## config.mk

```make
export PLATFORM = sky130hd
export DESIGN_NAME = pc_gen_unit_flat
export DESIGN_NICKNAME = d
export VERILOG_FILES = /design/src/rtl/pc_gen_unit_pkg.sv /design/src/rtl/pc_gen_unit_if.sv /design/src/rtl/pc_redirect_arb.sv /design/src/rtl/pc_gen_unit.sv /design/src/flat_wrapper.sv
export SDC_FILE = /design/constraint.sdc
export NUM_CORES = 1
export LEC_CHECK = 0
export BUFFER_PORTS_ARGS = -buffer_cell sky130_fd_sc_hd__clkbuf_2
export CAP_MARGIN = 15
export CORE_MARGIN = 2
export CORE_UTILIZATION = 45
export CTS_CLUSTER_SIZE = 40
export DETAILED_ROUTE_END_ITERATION = 10
export PLACE_DENSITY = 0.71
export SYNTH_ARGS = -nofsm -noshare
export SYNTH_HDL_FRONTEND = slang
export SYNTH_SLANG_ARGS = --single-unit
```

## constraint.sdc

```tcl
create_clock -name clk -period 2.3 [get_ports clk]
set_input_delay 0.46 -clock clk [delete_from_list [all_inputs] [get_ports clk]]
set_output_delay 0.46 -clock clk [all_outputs]
set_load 0.005 [all_outputs]
```

## src/rtl/pc_gen_unit_pkg.sv

```systemverilog
// Shared definitions for the PC generation unit: FSM states, redirect kinds
// and default parameter values.
`timescale 1ns/1ps

package pc_gen_unit_pkg;

    // Fetch FSM states.
    typedef enum logic [1:0] {
        ST_BOOT = 2'd0,
        ST_RUN  = 2'd1,
        ST_HALT = 2'd2
    } state_e;

    // Kind of redirect held in the pending slot, or presented live.
    typedef enum logic [1:0] {
        RD_NONE = 2'd0,
        RD_BR   = 2'd1,
        RD_TRAP = 2'd2
    } rd_kind_e;

    localparam int          DEF_XLEN       = 32;
    localparam logic [31:0] DEF_RESET_VEC  = 32'h0000_0000;
    localparam int          DEF_STEP       = 4;
    localparam int          DEF_ALIGN_BITS = 2;

endpackage

```

## src/rtl/pc_gen_unit_if.sv

```systemverilog
// Bundle between the PC unit, its redirect sources and the fetch stage.
// master: the PC unit itself. slave: the surrounding control/fetch logic.
`timescale 1ns/1ps

interface pc_gen_unit_if #(
    parameter int XLEN = 32
);
    logic            if_ready;
    logic            branch;
    logic [XLEN-1:0] branch_addr;
    logic            trap;
    logic [XLEN-1:0] trap_vec;
    logic            halt_req;
    logic            resume;
    logic [XLEN-1:0] pc;
    logic [XLEN-1:0] pc_plus_step;
    logic            pc_valid;
    logic            halted;
    logic            misalign_err;

    modport master (
        input  if_ready, branch, branch_addr, trap, trap_vec, halt_req, resume,
        output pc, pc_plus_step, pc_valid, halted, misalign_err
    );

    modport slave (
        output if_ready, branch, branch_addr, trap, trap_vec, halt_req, resume,
        input  pc, pc_plus_step, pc_valid, halted, misalign_err
    );
endinterface

```

## src/rtl/pc_redirect_arb.sv

```systemverilog
// Redirect arbiter: trap-over-branch selection, target alignment, misalign
// detection and the single-entry pending redirect used while fetch is parked.
`timescale 1ns/1ps

module pc_redirect_arb
    import pc_gen_unit_pkg::*;
#(
    parameter int XLEN       = DEF_XLEN,
    parameter int ALIGN_BITS = DEF_ALIGN_BITS
) (
    input  logic            clk,
    input  logic            rst,
    input  logic            branch,
    input  logic [XLEN-1:0] branch_addr,
    input  logic            trap,
    input  logic [XLEN-1:0] trap_vec,
    input  logic            hold,        // fetch parked: live requests go to the pending slot
    input  logic            clear_pend,  // leaving edge: pending slot is consumed
    output logic            live_valid,
    output logic [XLEN-1:0] live_target,
    output logic            pend_valid,
    output logic [XLEN-1:0] pend_target,
    output logic            misalign_err
);

    localparam logic [XLEN-1:0] LOW_MASK = XLEN'((1 << ALIGN_BITS) - 1);

    rd_kind_e        live_kind;
    logic [XLEN-1:0] live_raw;
    logic            live_misaligned;
    logic            take_pend;
    logic            accepted;

    rd_kind_e        pend_kind_q, pend_kind_d;
    logic [XLEN-1:0] pend_addr_q, pend_addr_d;
    logic            misalign_q,  misalign_d;

    // Select the live request, align it, and decide what the pending slot and error flag do.
    always_comb begin
        // NOTE: every signal gets a default first so no path leaves it unassigned (no latch).
        live_kind   = RD_NONE;
        live_raw    = '0;
        pend_kind_d = pend_kind_q;
        pend_addr_d = pend_addr_q;

        if (trap) begin
            live_kind = RD_TRAP;
            live_raw  = trap_vec;
        end else if (branch) begin
            live_kind = RD_BR;
            live_raw  = branch_addr;
        end

        live_valid      = (live_kind != RD_NONE);
        live_target     = live_raw & ~LOW_MASK;
        live_misaligned = (live_raw & LOW_MASK) != '0;

        // A branch may replace a pending branch but never a pending trap.
        take_pend  = hold && live_valid && (live_kind == RD_TRAP || pend_kind_q != RD_TRAP);
        accepted   = !hold && live_valid;
        misalign_d = live_misaligned && (accepted || take_pend);

        if (clear_pend) begin
            pend_kind_d = RD_NONE;
        end else if (take_pend) begin
            pend_kind_d = live_kind;
            pend_addr_d = live_target;
        end
    end

    // Pending slot and misalign pulse registers.
    always_ff @(posedge clk or posedge rst) begin
        // NOTE: the pending address is reset along with its kind so a stale target never survives reset.
        if (rst) begin
            pend_kind_q <= RD_NONE;
            pend_addr_q <= '0;
            misalign_q  <= 1'b0;
        end else begin
            // NOTE: state updates use non-blocking assignments so every flop samples pre-edge values.
            pend_kind_q <= pend_kind_d;
            pend_addr_q <= pend_addr_d;
            misalign_q  <= misalign_d;
        end
    end

    assign pend_valid   = (pend_kind_q != RD_NONE);
    assign pend_target  = pend_addr_q;
    assign misalign_err = misalign_q;

endmodule

```

## src/rtl/pc_gen_unit.sv

```systemverilog
// Fetch PC generator: holds the PC, steps it on consumed fetches, applies
// trap/branch redirects and parks fetch in HALT until resumed.
`timescale 1ns/1ps

module pc_gen_unit
    import pc_gen_unit_pkg::*;
#(
    parameter int              XLEN       = DEF_XLEN,
    parameter logic [XLEN-1:0] RESET_VEC  = XLEN'(DEF_RESET_VEC),
    parameter int              STEP       = DEF_STEP,
    parameter int              ALIGN_BITS = DEF_ALIGN_BITS
) (
    input  logic          clk,
    input  logic          rst,
    pc_gen_unit_if.master bus
);

    state_e          state_q,    state_d;
    logic [XLEN-1:0] pc_q,       pc_d;
    logic            pc_valid_q, pc_valid_d;
    logic            halted_q,   halted_d;

    logic [XLEN-1:0] pc_plus;
    logic            hold;
    logic            clear_pend;
    logic            live_valid;
    logic [XLEN-1:0] live_target;
    logic            pend_valid;
    logic [XLEN-1:0] pend_target;

    assign pc_plus    = pc_q + XLEN'(STEP);
    assign hold       = (state_q == ST_HALT) && !bus.resume;
    assign clear_pend = (state_q == ST_BOOT) || ((state_q == ST_HALT) && bus.resume);

    pc_redirect_arb #(
        .XLEN       (XLEN),
        .ALIGN_BITS (ALIGN_BITS)
    ) u_arb (
        .clk          (clk),
        .rst          (rst),
        .branch       (bus.branch),
        .branch_addr  (bus.branch_addr),
        .trap         (bus.trap),
        .trap_vec     (bus.trap_vec),
        .hold         (hold),
        .clear_pend   (clear_pend),
        .live_valid   (live_valid),
        .live_target  (live_target),
        .pend_valid   (pend_valid),
        .pend_target  (pend_target),
        .misalign_err (bus.misalign_err)
    );

    // Next state and next PC: live redirect, then pending redirect on leaving BOOT/HALT, then step.
    always_comb begin
        state_d = state_q;
        pc_d    = pc_q;
        case (state_q)
            ST_BOOT: begin
                state_d = ST_RUN;
                if (live_valid)      pc_d = live_target;
                else if (pend_valid) pc_d = pend_target;
            end
            ST_RUN: begin
                if (live_valid)                    pc_d = live_target;
                else if (pc_valid_q && bus.if_ready) pc_d = pc_plus;
                if (bus.halt_req) state_d = ST_HALT;
            end
            ST_HALT: begin
                if (bus.resume) begin
                    state_d = ST_RUN;
                    if (live_valid)      pc_d = live_target;
                    else if (pend_valid) pc_d = pend_target;
                end
            end
            default: state_d = ST_BOOT;
        endcase
        pc_valid_d = (state_d == ST_RUN);
        halted_d   = (state_d == ST_HALT);
    end

    // FSM state, PC and registered status outputs.
    always_ff @(posedge clk or posedge rst) begin
        if (rst) begin
            state_q    <= ST_BOOT;
            pc_q       <= RESET_VEC;
            pc_valid_q <= 1'b0;
            halted_q   <= 1'b0;
        end else begin
            state_q    <= state_d;
            pc_q       <= pc_d;
            pc_valid_q <= pc_valid_d;
            halted_q   <= halted_d;
        end
    end

    assign bus.pc           = pc_q;
    assign bus.pc_plus_step = pc_plus;
    assign bus.pc_valid     = pc_valid_q;
    assign bus.halted       = halted_q;

endmodule

```

## src/flat_wrapper.sv

```systemverilog
// flat-port wrapper written by rule: the top's interface ports become plain ports
module pc_gen_unit_flat import pc_gen_unit_pkg::*;
#(
    parameter int              XLEN       = DEF_XLEN,
    parameter logic [XLEN-1:0] RESET_VEC  = XLEN'(DEF_RESET_VEC),
    parameter int              STEP       = DEF_STEP,
    parameter int              ALIGN_BITS = DEF_ALIGN_BITS
)
  (clk, rst, bus_if_ready, bus_branch, bus_branch_addr, bus_trap, bus_trap_vec, bus_halt_req, bus_resume, bus_pc, bus_pc_plus_step, bus_pc_valid, bus_halted, bus_misalign_err);
  pc_gen_unit_if #(.XLEN(XLEN)) bus_i ();
  input  logic clk;
  input  logic rst;
  input wire logic [$bits(bus_i.if_ready)-1:0] bus_if_ready;
  input wire logic [$bits(bus_i.branch)-1:0] bus_branch;
  input wire logic [$bits(bus_i.branch_addr)-1:0] bus_branch_addr;
  input wire logic [$bits(bus_i.trap)-1:0] bus_trap;
  input wire logic [$bits(bus_i.trap_vec)-1:0] bus_trap_vec;
  input wire logic [$bits(bus_i.halt_req)-1:0] bus_halt_req;
  input wire logic [$bits(bus_i.resume)-1:0] bus_resume;
  output wire logic [$bits(bus_i.pc)-1:0] bus_pc;
  output wire logic [$bits(bus_i.pc_plus_step)-1:0] bus_pc_plus_step;
  output wire logic [$bits(bus_i.pc_valid)-1:0] bus_pc_valid;
  output wire logic [$bits(bus_i.halted)-1:0] bus_halted;
  output wire logic [$bits(bus_i.misalign_err)-1:0] bus_misalign_err;
  assign bus_i.if_ready = bus_if_ready;
  assign bus_i.branch = bus_branch;
  assign bus_i.branch_addr = bus_branch_addr;
  assign bus_i.trap = bus_trap;
  assign bus_i.trap_vec = bus_trap_vec;
  assign bus_i.halt_req = bus_halt_req;
  assign bus_i.resume = bus_resume;
  assign bus_pc = bus_i.pc;
  assign bus_pc_plus_step = bus_i.pc_plus_step;
  assign bus_pc_valid = bus_i.pc_valid;
  assign bus_halted = bus_i.halted;
  assign bus_misalign_err = bus_i.misalign_err;
  pc_gen_unit #(.XLEN(XLEN), .RESET_VEC(RESET_VEC), .STEP(STEP), .ALIGN_BITS(ALIGN_BITS)) u_core (.clk(clk), .rst(rst), .bus(bus_i));
endmodule
```

==> results.py, run 1 <==
metrics = {
    "sta": {
        "period_needed_ns": 2.442,
        "drv_slew": 0,
        "fin_worst_skew_ns": 0.008091,
        "hold_viol": 0,
        "tns_ns": -1.358,
        "max_freq_ghz": 0.4094,
        "setup_violations": 19,
        "period_share_pct": 106.2,
        "fin_ws_ns": -0.1424,
        "rsz0062_at_grt": "yes",
    },
    "finish": {
        "multi_input_area_um2": 2831,
        "fin_util_pct": 65.25,
        "area_delta_synth_final_pct": 41.46,
        "instances_no_fill": 882,
        "fill_cells": 836,
        "diodes": 0,
        "fin_nets": 817,
        "seqCellArea_um2": 1685,
        "final_layout_size_suffix_gt1_share_pct": 39.92,
    },
    "setup_path": {
        "crit_chain": "and4_4 > nand4_1 > buf_6 > nor4_4 > xor2_1 > buf_2",
        "end_kind": "output port",
        "arrival_ns": 1.98,
        "crit_path_start_kind": "register",
        "path_max_fanout": 4,
        "slowest_delay_ns": 0.43,
        "crit_path_top_delay_cell": "dfrtp_1",
        "worstSetupPathType": "register to output port",
        "required_ns": 1.84,
    },
    "power_and_ir_drop": {
        "ir_drop_uv": 934.0,
        "p_int_w": 0.004104,
        "p_seq_share_pct": 32.8,
        "power_switching_w": 0.002942,
        "comb_power_share_pct": 52.1,
        "swShare_pct": 41.75,
        "power.leakage_nw": 3.014,
        "clock_power_share_pct": 15.1,
        "power-per-cell-area_nw_per_um2": 1110,
    },
    "routing": {
        "drtIter0Drc": 296,
        "dr.pass1.iters": 5,
        "drt-total-wl_mm": 15.47,
        "routedWlPerCell_um": 17.54,
        "ant_nets": 0,
        "viasPerCell": 5.817,
        "drc_errors": 0,
        "routed-via-count": 5131,
    },
    "floorplanning": {
        "fp.dieH_um": 103.9,
        "core_area_um2": 9729,
        "initial_core_util_pct": 46.13,
        "row_count": 36,
        "dieArea_um2": 10790,
        "pin_count": 138,
        "die_w_um": 103.9,
    },
    "global_routing": {
        "grt_pass1_wl_mm": 23.97,
        "grt_usage_pct": 27.39,
        "grt_max_degree": 54,
        "antenna_found_initial": 0,
        "grt_pass1_vias": 4738,
        "grt-ovfl-total": 0,
    },
    "synth": {
        "synth_ff_type": "dfrtp_1",
        "seq_area_frac_synth_pct": 37.36,
        "async_reset_ff_share_pct": 100.0,
        "yosys_warnings": 0,
        "syn_area_per_cell_um2": 8.014,
        "syn_area_um2": 4488,
        "syn_inst": 560,
        "synth_seq_cells": 67,
        "synth_enable_flop_cells": 0,
        "ys_types": 60,
    },
    "clocking": {
        "cts_inserted_buffers": 9,
        "clk_pin_slew_ns": 0.07,
        "htreeDepth": 3,
        "cts_root_buffer": "clkbuf_8",
        "tritoncts": "built",
        "clock_path_buffers": 2,
        "holdBufCountCts": 0,
        "cts_sinks": 67,
        "clock_latency_ns": 0.35,
    },
    "status": {
        "violations": "setup timing",
        "outcome": "finished with violations",
    },
    "flow_run": {
        "maxCapViolations": 0,
    },
    "placed_design": {
        "dp.cells": 826,
        "gp_congestion": 0.9319,
        "dpl.hpwl_mm": 10.31,
        "port_buffers": 133,
    },
    "hold_path": {
        "min_path_type": "primary input to async pin",
    },
}
-- final cells by class --
type | count | area share (%)
Clock buffer | 14 | 2.877
Clock inverter | 1 | 0.4730
Inverter | 11 | 0.6504
Multi-Input combinational cell | 437 | 44.60
Sequential cell | 67 | 26.55
Tap cell | 133 | 2.621
Timing Repair Buffer | 219 | 22.23
-- final timing paths --
kind | start | to | slack, ns | cells after the start
hold / removal | rst | u_core.bus.pc[3] | 0.07 | 2
min in group clk | bus_halt_req | u_core.state_q[0] | 0.32 | 2
max in group asynchronous | rst | u_core.u_arb.pend_target[22] | 1.63 | 3
setup / recovery | u_core.bus.pc[12] | bus_pc_plus_step[23] | -0.14 | 6
hold reg to reg | u_core.u_arb.pend_target[12] | u_core.u_arb.pend_target[12] | 0.50 | 1
setup reg to reg | u_core.state_q[0] | u_core.bus.pc[10] | 0.39 | 4
-- through the flow --
step	hold slack [ns]	total power, W	setup slack, ns	instance area, um2
3_5_place_dp	0.4455	0.005521	0.05070	5509
4_1_cts	0.06638	0.006788	-0.1079	6028
6_report	0.07236	0.007046	-0.1424	6349
3_3_place_gp	0.4485	0.005415	0.1588	5509
5_1_grt	0.09671	0.007507	-0.2203	6349
2_1_floorplan	0.4592	0.004006	0.1568	4499
-- registers in the layout, indices dropped and copies added, names as in the netlist --
register / cells
u_core.bus.pc: 30
u_core.bus.pc_valid: 1
u_core.state_q: 2
u_core.u_arb.pend_kind_q: 2
u_core.u_arb.pend_target: 30
u_core.u_arb.misalign_err: 1
u_core.bus.halted: 1
-- layout by cell type (no fill, tap or decap), types with 5 or more instances in the layout --
cell	n
o2bb2ai_1	13
a21boi_0	6
mux2_2	7
a31oi_1	20
and3_1	7
nand2_1	53
dfrtp_2	7
nor2_1	69
nand4_1	7
a22o_1	8
inv_1	9
a31o_2	5
buf_6	10
xnor2_1	6
xor2_1	16
nor3_1	5
nor2_4	5
buf_2	20
clkbuf_2	113
and3_4	5
dfrtp_1	60
o21ai_0	49
nand3_1	20
buf_4	71
clkbuf_8	13
o211ai_1	5
buf_12	5
a21oi_1	53
-- power groups by stage --
stage / Combinational (W) / Clock (W) / Sequential (W)
CTS: 0.00346 / 0.00108 / 0.00225
detailed placement: 0.00326 / 0 / 0.00226
finish: 0.00367 / 0.00106 / 0.00231
global placement: 0.00319 / 0 / 0.00222
floorplan: 0.00175 / 0 / 0.00226
global route: 0.00399 / 0.00113 / 0.00239
-- Yosys cell counts (4+ instances only) --
cell	count	area, um2
o2bb2ai_1	13	113.9
a22oi_1	4	30.03
buf_2	11	55.05
and4_1	4	35.03
a21oi_1	53	265.3
and3_1	12	75.07
clkbuf_1	29	108.9
o21ai_0	49	245.2
a21boi_0	6	45.04
inv_1	10	37.54
and2_1	6	37.54
mux2_2	7	78.83
nor3_1	9	45.04
dfrtp_1	67	1677
nand3_1	24	120.1
buf_4	4	30.03
a22o_1	8	70.07
nand4_1	7	43.79
o211ai_1	5	37.54
a31oi_1	20	125.1
a31o_2	5	43.79
xor2_1	18	157.7
xnor2_1	10	87.58
nand2_1	53	198.9
nor2_1	74	277.8
-- routing by layer --
metal	track usage, %	wire [um]	part of all wire (%)	up-vias
li1	-	-	-	2377
met1	35.99	6281	41	2431
met2	45.16	7548	49	271
met3	6.391	1149	7.4	52
met4	8.108	493	3.2	0
met5	0	0	0	-
-- cell families after synthesis --
logic type,synth area share [%]
buffers and inverters,5.743
DFF,37.36
and+or+nand+nor,23.20
xor gates and xnor gates,5.464
other,0.08356
adders and majority gates,0.2787
muxes,2.203
AOI/OAI and AO/OA,25.68
-- timing repair --
action	4_1_cts	5_1_grt
endpoints found under the setup margin	23	25
pin swaps	21	18
buffers inserted	18	24
gates resized for setup	37	53
-- critical path, delay by kind of cell, from the launching register on --
| kind | cells | cell delay, ns |
|---|---|---|
| and+or+nand+nor | 3 | 0.70 |
| buffers and inverters | 2 | 0.32 |
| DFF | 1 | 0.43 |
| xor gates and xnor gates | 1 | 0.19 |
No activity file was read; power rests on OpenSTA's default activity.
==> run 2, diff against run 1 <==
--- a/config.mk
+++ b/config.mk
@@ -10,6 +10,6 @@
 export CORE_MARGIN = 2
-export CORE_UTILIZATION = 45
-export CTS_CLUSTER_SIZE = 40
+export CORE_UTILIZATION = 52
+export CTS_CLUSTER_SIZE = 25
 export DETAILED_ROUTE_END_ITERATION = 10
-export PLACE_DENSITY = 0.71
+export PLACE_DENSITY = 0.81
 export SYNTH_ARGS = -nofsm -noshare
==> constraint.sdc (replaced) <==
create_clock -name clk -period 2.3 [get_ports clk]
set_input_delay 0.23 -clock clk [delete_from_list [all_inputs] [get_ports clk]]
set_output_delay 0.23 -clock clk [all_outputs]
set_load 0.005 [all_outputs]
==> results.py, run 2 (same netlist as run 1, synthesis figures left out) <==
metrics = {
    "finish": {
        "fin_nets": 758,
        "area_delta_synth_final_pct": 26.43,
        "diodes": 0,
        "multi_input_area_um2": 2691,
        "fill_cells": 656,
        "final_common_cell": "clkbuf_2",
        "final_cell_mix": "clkbuf_2 (133), nor2_1 (73), a21oi_1 (53), nand2_1 (53)",
        "seqCellArea_um2": 1699,
        "fin_area_um2": 5674,
        "final_layout_size_suffix_gt1_share_pct": 34.01,
    },
    "sta": {
        "drv_slew": 0,
        "period_share_pct": 98.94,
        "max_freq_ghz": 0.4394,
        "period_needed_ns": 2.276,
        "hold_viol": 0,
        "tightest_slew_ns": 1.134,
        "fin_worst_skew_ns": 0.009179,
        "setup_violations": 0,
        "max-slew-margin-rel_pct": 24.11,
    },
    "global_routing": {
        "grt_pass1_vias": 4506,
        "grt_pass1_wl_mm": 22.24,
        "grt_usage_pct": 28.73,
        "antenna_found_initial": 0,
        "grt-ovfl-total": 0,
        "busiest_layer": "met2",
        "use_met2_pct": 46.85,
        "met1_usage_pct": 39.55,
        "grt_max_degree": 68,
        "use_met3_pct": 4.118,
    },
    "routing": {
        "routed-via-count": 4876,
        "drtIter0Drc": 439,
        "dr.pass1.iters": 5,
        "drc_errors": 0,
        "drt-total-wl_mm": 13.72,
        "viasPerCell": 6.126,
        "ant_nets": 0,
        "routedWlPerCell_um": 17.24,
    },
    "floorplanning": {
        "dieArea_um2": 9390,
        "die_w_um": 96.90,
        "initial_core_util_pct": 54.08,
        "row_count": 33,
        "pin_count": 138,
        "core_area_um2": 8299,
        "fp.dieH_um": 96.90,
    },
    "power_and_ir_drop": {
        "swShare_pct": 42.30,
        "clock_power_share_pct": 17.5,
        "finalPower_w": 0.006520,
        "power.leakage_nw": 2.635,
        "p_int_w": 0.003762,
        "comb_power_share_pct": 43.4,
        "power_switching_w": 0.002758,
        "power-per-cell-area_nw_per_um2": 1149,
        "p_seq_share_pct": 39.1,
        "ir_drop_uv": 770.7,
    },
    "placed_design": {
        "place_area_um2": 5226,
        "port_buffers": 133,
        "dpl.hpwl_mm": 9.489,
        "gp_congestion": 0.9499,
    },
    "setup_path": {
        "crit_chain": "ha_4 > and3_4 > nand4_1 > nor3_2 > xor2_1 > clkbuf_2",
        "worstSetupPathType": "register to output port",
        "end_kind": "output port",
        "required_ns": 2.07,
        "crit_path_top_delay_cell": "dfrtp_1",
        "slowest_delay_ns": 0.41,
        "crit_path_start_kind": "register",
        "reg2reg_from": "u_core.state_q[0]",
        "crit_start": "u_core.bus.pc[3]",
        "path_max_fanout": 5,
        "arrival_ns": 2.05,
    },
    "hold_path": {
        "min_path_type": "primary input to register",
        "worstHoldStart": "bus_halt_req",
    },
    "status": {
        "outcome": "complete, no violations",
    },
    "flow_run": {
        "maxCapViolations": 0,
    },
    "clocking": {
        "clk_pin_slew_ns": 0.07,
        "clock_latency_ns": 0.34,
        "clock_path_buffers": 2,
        "cts_inserted_buffers": 9,
        "tritoncts": "built",
        "cts_root_buffer": "clkbuf_8",
        "htreeDepth": 3,
        "cts_sinks": 67,
    },
}
-- run 2: cell types whose count changed in the layout (fill, tap and decap cells not counted), sizes merged --
| cell | before | now |
|---|---|---|
| buf | 106 | 26 |
| bufinv | 1 | 2 |
| clkbuf | 127 | 145 |
| clkinv | 1 | 2 |
| clkinvlp | 0 | 1 |
| dlygate4sd3 | 0 | 1 |
-- run 2: repair_timing --
action / 4_1_cts / 5_1_grt
endpoints found under the hold margin: 67 / 0
pin swaps: 2 / 6
gates resized for setup: 14 / 31
hold buffers: 1 / 0
setup buffers: 5 / 4
endpoints found under the setup margin: 14 / 20
-- run 2: final cells by class --
class / count / share of cell area [%]
multi-input cells: 437 / 47.43
clock buffers: 12 / 2.734
inverters: 11 / 0.7277
repair buffers: 160 / 15.57
well taps: 105 / 2.315
flip-flops and latches: 67 / 29.94
clock inverters: 4 / 1.279
-- run 2: path summary, 6_finish.rpt --
kind | to | slack, ns | cells after the start
max reg2reg | u_core.bus.pc[13] | 0.18 | 5
min reg2reg | u_core.u_arb.pend_target[13] | 0.50 | 1
min | u_core.state_q[0] | 0.11 | 2
max | bus_pc_plus_step[24] | 0.02 | 6
min in group asynchronous | u_core.bus.pc[30] | 0.49 | 4
max in group asynchronous | u_core.bus.pc[10] | 1.47 | 4
-- run 2: stage by stage --
step / utilization (%) / cells / worst slack (ns) / TNS, ns / hold slack [ns]
after floorplan: - / 563 / 0.3868 / 0 / 0.3264
after global placement: 62.97 / 770 / 0.2239 / 0 / 0.3165
after detailed placement: 62.97 / 770 / 0.1778 / 0 / 0.3198
after CTS: 66.89 / 792 / 0.005083 / 0 / 0.09882
after global routing: 68.37 / 796 / -0.05688 / -0.09392 / 0.1183
final: 68.37 / 796 / 0.02439 / 0 / 0.1084
-- run 2: routing by layer --
| metal | vias to the layer above | wire [um] |
|---|---|---|
| li1 | 2258 | - |
| met1 | 2298 | 5615 |
| met2 | 295 | 6643 |
| met3 | 25 | 1262 |
| met4 | 0 | 201 |
| met5 | - | 0 |
-- run 2: worst max-delay path: cells and delay by family, from the launching register on --
kind          cells  cell delay [ns]
buf+inv           1             0.13
simple gates      3             0.81
fa+ha+maj         1             0.18
xor+xnor          1             0.18
flops             1             0.41
-- run 2: power groups by stage --
stage | logic, W | clock network (W) | registers, W
floorplan | 0.00175 | 0 | 0.00226
global placement | 0.00257 | 0 | 0.00245
detailed placement | 0.00266 | 0 | 0.00249
CTS | 0.00273 | 0.00115 | 0.00248
global route | 0.00313 | 0.00119 | 0.00263
finish | 0.00283 | 0.00114 | 0.00255
==> run 3, diff against run 2 <==
--- a/constraint.sdc
+++ b/constraint.sdc
@@ -3,2 +3,2 @@
 set_output_delay 0.23 -clock clk [all_outputs]
-set_load 0.005 [all_outputs]
+set_load 0.02 [all_outputs]
==> results.py, run 3 (same netlist as run 1, synthesis figures left out) <==
metrics = {
    "status": {
        "outcome": "complete, no violations",
    },
    "power_and_ir_drop": {
        "comb_power_share_pct": 53.3,
        "power-per-cell-area_nw_per_um2": 1283,
        "clock_power_share_pct": 15.1,
        "p_seq_share_pct": 31.6,
        "ir_drop_uv": 842.1,
        "power_switching_w": 0.003539,
        "power.leakage_nw": 2.808,
        "p_int_w": 0.004059,
        "swShare_pct": 46.58,
    },
    "sta": {
        "period_share_pct": 98.02,
        "whs_ns": 0.1118,
        "setup_violations": 0,
        "max-slew-margin-rel_pct": 35.68,
        "hold_viol": 0,
        "fin_ws_ns": 0.04561,
        "rsz0062_at_grt": "yes",
        "max_freq_ghz": 0.4436,
        "tns_ns": 0,
        "fin_worst_skew_ns": 0.007915,
        "tightest_slew_ns": 0.9613,
        "period_needed_ns": 2.254,
        "drv_slew": 0,
    },
    "global_routing": {
        "grt_max_degree": 68,
        "grt_pass1_wl_mm": 23.24,
        "grt_pass1_vias": 4642,
        "grt_usage_pct": 29.93,
        "grt-ovfl-total": 0,
        "antenna_found_initial": 0,
    },
    "routing": {
        "drt-total-wl_mm": 14.57,
        "dr.pass1.iters": 7,
        "ant_nets": 0,
        "routed-via-count": 5102,
        "drtIter0Drc": 459,
        "routedWlPerCell_um": 17.61,
        "drc_errors": 0,
        "viasPerCell": 6.169,
    },
    "placed_design": {
        "dpl.hpwl_mm": 9.757,
        "dp.cells": 774,
        "pre_cts_ws_ns": 0.2061,
        "gp_congestion": 0.9311,
        "port_buffers": 133,
    },
    "setup_path": {
        "worstSetupPathType": "register to output port",
        "path_max_fanout": 7,
        "crit_path_start_kind": "register",
        "required_ns": 2.07,
        "slowest_delay_ns": 0.42,
        "crit_path_top_delay_cell": "dfrtp_2",
        "r2r_slack_ns": 0.14,
        "arrival_ns": 2.02,
        "crit_chain": "and4_4 > nand4_1 > buf_6 > nor4_4 > xor2_1 > buf_4",
        "end_kind": "output port",
    },
    "finish": {
        "final_common_cell": "clkbuf_2",
        "fill_cells": 642,
        "diodes": 0,
        "final_layout_size_suffix_gt1_share_pct": 36.43,
        "instances_no_fill": 827,
        "fin_nets": 789,
        "final_cell_mix": "clkbuf_2 (128), nor2_1 (74), buf_4 (58)",
        "area_delta_synth_final_pct": 31.92,
    },
    "floorplanning": {
        "row_count": 33,
        "fp.dieH_um": 96.90,
        "initial_core_util_pct": 54.08,
        "die_w_um": 96.90,
        "pin_count": 138,
        "core_area_um2": 8299,
        "dieArea_um2": 9390,
    },
    "clocking": {
        "clock_path_buffers": 2,
        "cts_root_buffer": "clkbuf_8",
        "cts_inserted_buffers": 9,
        "clock_latency_ns": 0.36,
        "htreeDepth": 3,
        "cts_sinks": 67,
        "clk_pin_slew_ns": 0.08,
        "tritoncts": "built",
    },
    "flow_run": {
        "maxCapViolations": 0,
    },
    "hold_path": {
        "min_path_type": "primary input to register",
    },
}
==> run 3: final cells by class <==
type	instances	area (um2)	area share, %
Sequential cell	67	1700	28.72
Clock inverter	5	75.07	1.268
Inverter	11	45.04	0.7608
Tap cell	105	131.4	2.219
Clock buffer	11	151.4	2.557
Multi-Input combinational cell	437	2675	45.18
Timing Repair Buffer	191	1142	19.29
==> run 3: power by group through the flow <==
stage,combinational [W],clock (W),sequential [W]
floorplan,0.00208,0,0.00257
global placement,0.00330,0,0.00240
detailed placement,0.00341,0,0.00244
CTS,0.00354,0.00115,0.00242
global route,0.00437,0.00121,0.00246
finish,0.00405,0.00115,0.00240
==> run 3: critical path: cells and delay by family, from the launching register on <==
family | cells | cell delay, ns
buf+inv | 2 | 0.35
flops | 1 | 0.42
xor+xnor | 1 | 0.17
simple gates | 3 | 0.71
==> run 3: worst paths after layout <==
check                                             start                            to  depth (start not counted)
max                                   u_core.bus.pc[14]          bus_pc_plus_step[23]                          6
min reg2reg                u_core.u_arb.pend_target[13]  u_core.u_arb.pend_target[13]                          1
min in group asynchronous                           rst  u_core.u_arb.pend_target[11]                          4
max reg2reg                           u_core.state_q[1]             u_core.bus.pc[19]                          4
max in group asynchronous                           rst              u_core.bus.pc[6]                          4
min                                        bus_halt_req           u_core.bus.pc_valid                          2
==> run 3: through the flow <==
step / util, % / cell area, um2 / power, W
6_report: 71.34 / 5921 / 0.007598
5_1_grt: 71.34 / 5921 / 0.008040
4_1_cts: 67.75 / 5623 / 0.007114
3_5_place_dp: 63.49 / 5269 / 0.005844
3_3_place_gp: 63.49 / 5269 / 0.005705
2_1_floorplan: - / 4499 / 0.004649
==> run 3: metal layers <==
layer	share of wire (%)	global-route usage, %	wire (um)
met2	48	48.34	6937
met4	2.8	11.16	403
met5	0	0	0
met1	40	39.80	5802
met3	9.8	6.069	1423
==> run 3: timing repair <==
| item | CTS | global route |
|---|---|---|
| endpoints found under the setup margin | 15 | 19 |
| gates resized for setup | 20 | 31 |
| buffers inserted | 8 | 28 |
| pin swaps | 2 | 7 |
| hold buffers | 1 | 0 |
| hold endpoints to repair | 67 | 0 |
| cloned | 0 | 0 |
